**config.mk**
```make
export PLATFORM = sky130hd
export DESIGN_NAME = oam_dma
export DESIGN_NICKNAME = d
export VERILOG_FILES = /design/src/rtl/video_pkg.sv /design/src/rtl/oam_dma.sv
export SDC_FILE = /design/constraint.sdc
export NUM_CORES = 1
export LEC_CHECK = 0
export CAP_MARGIN = 5
export CORE_MARGIN = 2
export CORE_UTILIZATION = 44
export DETAILED_ROUTE_END_ITERATION = 10
export GPL_ROUTABILITY_DRIVEN = 0
export PLACE_DENSITY_LB_ADDON = 0.1
export SYNTH_ARGS = -nofsm -noshare
export SYNTH_HDL_FRONTEND = slang
export SYNTH_SLANG_ARGS = --single-unit
```
**constraint.sdc**
```tcl
create_clock -name I_clock -period 1.75 [get_ports I_clock]
set_input_delay 0.35 -clock I_clock [delete_from_list [all_inputs] [get_ports I_clock]]
set_output_delay 0.35 -clock I_clock [all_outputs]
set_load 0.03 [all_outputs]
```
**src/rtl/video_pkg.sv**
```systemverilog
// Shared video definitions: PPU host register indices and the OAM DMA state encoding.
package video_pkg;

    localparam logic [2:0] PPU_CTRL = 3'd0;
    localparam logic [2:0] PPU_MASK = 3'd1;
    localparam logic [2:0] PPU_STAT = 3'd2;
    localparam logic [2:0] OAM_ADDR = 3'd3;
    localparam logic [2:0] OAM_DATA = 3'd4;
    localparam logic [2:0] PPU_SCRL = 3'd5;
    localparam logic [2:0] PPU_ADDR = 3'd6;
    localparam logic [2:0] PPU_DATA = 3'd7;

    typedef enum logic [2:0] {
        StIdle,
        StAlign,
        StRead,
        StLatch,
        StWrite,
        StGap
    } oam_dma_state_e;

endpackage

```
**src/rtl/oam_dma.sv**
```systemverilog
// Sprite-attribute DMA: copies P_count bytes from CPU page {page, 8'h00} into the PPU OAM_DATA port.
// Optional OAM_DMA_ALIGN_EN inserts one alignment clock when the start lands on an odd CPU cycle.
module oam_dma
    import video_pkg::*;
#(
    parameter int unsigned P_count   = 256,
    parameter logic [2:0]  P_oam_reg = OAM_DATA
) (
    input  logic        I_clock,
    input  logic        I_reset,
    input  logic        I_start,
    input  logic [7:0]  I_page,
    input  logic        I_cpu_phase,
    output logic        O_cpu_halt,
    output logic        O_busy,
    output logic        O_done,
    output logic [15:0] O_mem_addr,
    output logic        O_mem_rden,
    input  logic [7:0]  I_mem_data,
    output logic [2:0]  O_host_addr,
    output logic        O_host_wren,
    output logic [7:0]  O_host_data
);

    localparam logic [7:0] LastIdx = 8'(P_count - 1);

    oam_dma_state_e state_q;
    logic [7:0]     page_q;
    logic [7:0]     index_q;
    logic           busy_q;
    logic           done_q;
    logic           rden_q;
    logic           wren_q;
    logic [2:0]     host_addr_q;
    logic [7:0]     host_data_q;
    logic           align_req;

`ifdef OAM_DMA_ALIGN_EN
    assign align_req = I_cpu_phase;
`else
    logic unused_cpu_phase;
    assign unused_cpu_phase = I_cpu_phase;
    assign align_req        = 1'b0;
`endif

    // Strobes are registered alongside the state so every output is glitch-free.
    always_ff @(posedge I_clock or posedge I_reset) begin
        if (I_reset) begin
            state_q     <= StIdle;
            page_q      <= 8'h00;
            index_q     <= 8'h00;
            busy_q      <= 1'b0;
            done_q      <= 1'b0;
            rden_q      <= 1'b0;
            wren_q      <= 1'b0;
            host_addr_q <= 3'd0;
            host_data_q <= 8'h00;
        end else begin
            done_q <= 1'b0;
            rden_q <= 1'b0;
            wren_q <= 1'b0;
            unique case (state_q)
                StIdle: begin
                    if (I_start) begin
                        page_q  <= I_page;
                        index_q <= 8'h00;
                        busy_q  <= 1'b1;
                        if (align_req) begin
                            state_q <= StAlign;
                        end else begin
                            state_q <= StRead;
                            rden_q  <= 1'b1;
                        end
                    end
                end
                StAlign: begin
                    state_q <= StRead;
                    rden_q  <= 1'b1;
                end
                StRead: begin
                    state_q <= StLatch;
                end
                StLatch: begin
                    // Read data arrives the clock after the strobe, i.e. during LATCH.
                    host_data_q <= I_mem_data;
                    host_addr_q <= P_oam_reg;
                    wren_q      <= 1'b1;
                    state_q     <= StWrite;
                end
                StWrite: begin
                    state_q <= StGap;
                end
                StGap: begin
                    if (index_q == LastIdx) begin
                        state_q <= StIdle;
                        busy_q  <= 1'b0;
                        done_q  <= 1'b1;
                    end else begin
                        index_q <= index_q + 8'd1;
                        state_q <= StRead;
                        rden_q  <= 1'b1;
                    end
                end
                default: begin
                    state_q <= StIdle;
                    busy_q  <= 1'b0;
                end
            endcase
        end
    end

    assign O_busy      = busy_q;
    assign O_cpu_halt  = busy_q;
    assign O_done      = done_q;
    assign O_mem_rden  = rden_q;
    assign O_mem_addr  = {page_q, index_q};
    assign O_host_wren = wren_q;
    assign O_host_addr = host_addr_q;
    assign O_host_data = host_data_q;

endmodule
```
==> run_results.csv <==
group,metric,value,unit
status,status,"complete, no violations",
placed_design,post-dp-hpwl,2.31,mm
grt,antenna_found_initial,0,
floorplan,ios,52,
cells_and_area,drive_gt1_frac,0.137,
floorplan,die_y,62.1,µm
drt,drt-total-wl,3.13,mm
timing,fin_crit_sh,0.974,
drt,vias_per_cell,5.02,
cells_and_area,utilization,0.640,
floorplan,core.rowCount,21,
grt,grtUsageTotal,0.176,
grt,grt-ovfl-total,0,
synth,async_flop_share,1.00,
setup_path,slowest_delay,0.67,ns
clock_tree,holdBufCountCts,0,
drt,dr.pass1.iters,4,
clock_tree,clock-sinks,32,
flow_run,cap_viol_max_count,0,
timing,setup-violations-final,0,
setup_path,worstPathCellList,"clkdlybuf4s50_1",
clock_tree,clk_pin_slew,0.11,ns
drt,drt_iter0_drc,53,
grt,grt_pass1_vias,1235,
clock_tree,cts_buffers,5,
cells_and_area,nNetsFinal,217,
synth,ys_types,42,
cells_and_area,diodes,0,
clock_tree,clk_path_buf_depth,2,
setup_path,r2r_slack,0.15,ns
min_path,hold_path.class,"input pin to asynchronous set/reset pin",
timing,fmax,587,MHz
clock_tree,clkLatencyLatePin,0.34,ns
synth,synthCells,139,
floorplan,die_x,62.1,µm
setup_path,cp.buffers_inverters,1,
power,powerDensity,1630,mW/mm²
setup_path,cp.required,1.40,ns
setup_path,crit_end,"O_mem_addr[11]",
timing,rsz0062_at_grt,"false",
clock_tree,cts_tree,"done",
synth,ys.flop_type,"dfrtp_1",
floorplan,dieArea,0.00386,mm²
timing,hold_violations,0,
timing,min_period,1.70,ns
synth,avgSynthCellArea,10.7,µm²
power,p_leak,1.01,nW
setup_path,reg2reg_to,"O_host_data[3]$_DFFE_PP0P_",
timing,fin_skew,0.0182,ns
synth,yosys_register_bits,32,
clock_tree,h-tree-depth,2,
setup_path,critPathLaunch,"page_q[3]$_DFFE_PP0P_",
timing,fin_tns_setup,0,ns
timing,maxSlewViolCount,0,
floorplan,initial_core_util,0.453,
drt,postRouteAntennaNets,0,
setup_path,path_max_fanout,2,
synth,synth-edff-count,0,
setup_path,critPathTopFamily,"buffers and inverters",
setup_path,crit_type,"register to output port",
floorplan,core_area,0.00328,mm²
placed_design,io_buffers,48,
setup_path,r2r_cells,3,
synth,seq_area_frac_synth,0.538,
setup_path,cp-end-kind,"output port",
drt,wl_per_cell,12.9,µm
setup_path,critical_path_arrival,1.35,ns
grt,grt_start_max_net_pins,33,
power,ir_drop,0.974,mV
drt,vias,1220,
power,total_power,3.43,mW
clock_tree,post_cts_buffers,0,
synth,syn_area,0.00149,mm²
clock_tree,clock-root-buffer,"clkbuf_4",
setup_path,cpMaxStageDelayCell,"clkdlybuf4s50_1",
synth,ys_warn_count,0,
cells_and_area,syn_to_final_growth,41.3,%
drt,drc,0,
setup_path,r2r-start,"state_q[2]$_DFFE_PP0P_",
grt,grt_pass1_wl,5.38,mm
setup_path,cp.depth,1,
setup_path,worstSetupStartpointType,"register",
cells by family after synthesis:
family                     synth area share
AOI/OAI and AO/OA                    0.0917
xor gates and xnor gates            0.00589
adders and majority gates           0.00841
buffers and inverters                0.0538
DFF                                   0.538
muxes                                0.0875
other                               0.00252
and+or+nand+nor                       0.212
report_power, final:
part / switching, mW / internal [mW] / leakage [nW]
registers: 0.227 / 1.02 / 0.400
clock network: 0.236 / 0.198 / 0.0326
logic: 0.973 / 0.774 / 0.582
worst register-to-register path, cell delays in order (launching register included):
cell and delay, ns:
dfrtp_1 0.46, buf_4 0.19, nand3b_1 0.43, mux2_2 0.41
layer usage:
metal	track usage	wire, µm
met5	0	0
met4	0.0806	60
met3	0.0507	241
met2	0.304	1550
met1	0.201	1280
cells in the final DEF, fill, tap and decap left out, types with 2 or more instances in the layout:
master / n
and4b_1: 2
nand2_1: 36
conb_1: 2
clkbuf_4: 5
mux2i_1: 4
dlygate4sd2_1: 10
o21bai_1: 2
clkbuf_1: 2
a21oi_1: 3
clkdlybuf4s50_1: 33
mux2_2: 8
nand3b_1: 2
nor2_1: 4
dfrtp_1: 32
inv_1: 5
o2111ai_1: 2
buf_4: 10
nand2b_1: 2
nand3_1: 2
dlymetal6s2s_1: 5
Yosys cell counts (2+ instances only):
cell       count  area, µm²
a21oi_1        3       15.0
and4b_1        2       20.0
buf_2          4       20.0
buf_4          4       30.0
dfrtp_1       32        801
inv_1          5       18.8
mux2_2         8       90.1
mux2i_1        4       40.0
nand2_1       36        135
nand2b_1       2       12.5
nand3_1        2       10.0
nand3b_1       2       15.0
nor2_1         4       15.0
o2111ai_1      2       17.5
o21bai_1       2       15.0
worst min-delay path by stage:
stage                                      end
floorplan                page_q[0]$_DFFE_PP0P_
global placement    O_host_addr[2]$_DFFE_PP0P_
detailed placement  O_host_addr[2]$_DFFE_PP0P_
CTS                           O_done$_DFF_PP0_
global route                  O_done$_DFF_PP0_
finish                   page_q[5]$_DFFE_PP0P_
stage by stage:
stage / std cells / worst slack (ns) / area, µm² / hold slack, ns
final: 243 / 0.0459 / 2100 / 0.390
after floorplan: 140 / 0.0552 / 1490 / 0.455
after detailed placement: 235 / -0.000821 / 2040 / 0.451
after CTS: 243 / 0.00430 / 2090 / 0.393
after global routing: 243 / 0.00591 / 2100 / 0.431
after global placement: 235 / 0.00662 / 2040 / 0.451
cell type report:
| cell class | count | area [µm²] |
|---|---|---|
| clock buffers | 8 | 58.8 |
| fillers | 280 | 1180 |
| inverters | 5 | 18.8 |
| multi-input cells | 94 | 611 |
| flip-flops and latches | 32 | 801 |
| well taps | 46 | 57.6 |
| repair buffers | 58 | 556 |
flip-flops by register name, summed over array words and instances (netlist names):
register,count
O_host_data,8
index_q,8
page_q,8
state_q,3
O_busy,1
O_done,1
O_host_addr,1
O_host_wren,1
O_mem_rden,1
repair_timing:
action / 4_1_cts / 5_1_grt
resized for setup: 10 / 5
setup endpoints to repair: 10 / 5
cloned: 0 / 0
Power figures use the tool's default switching activity.
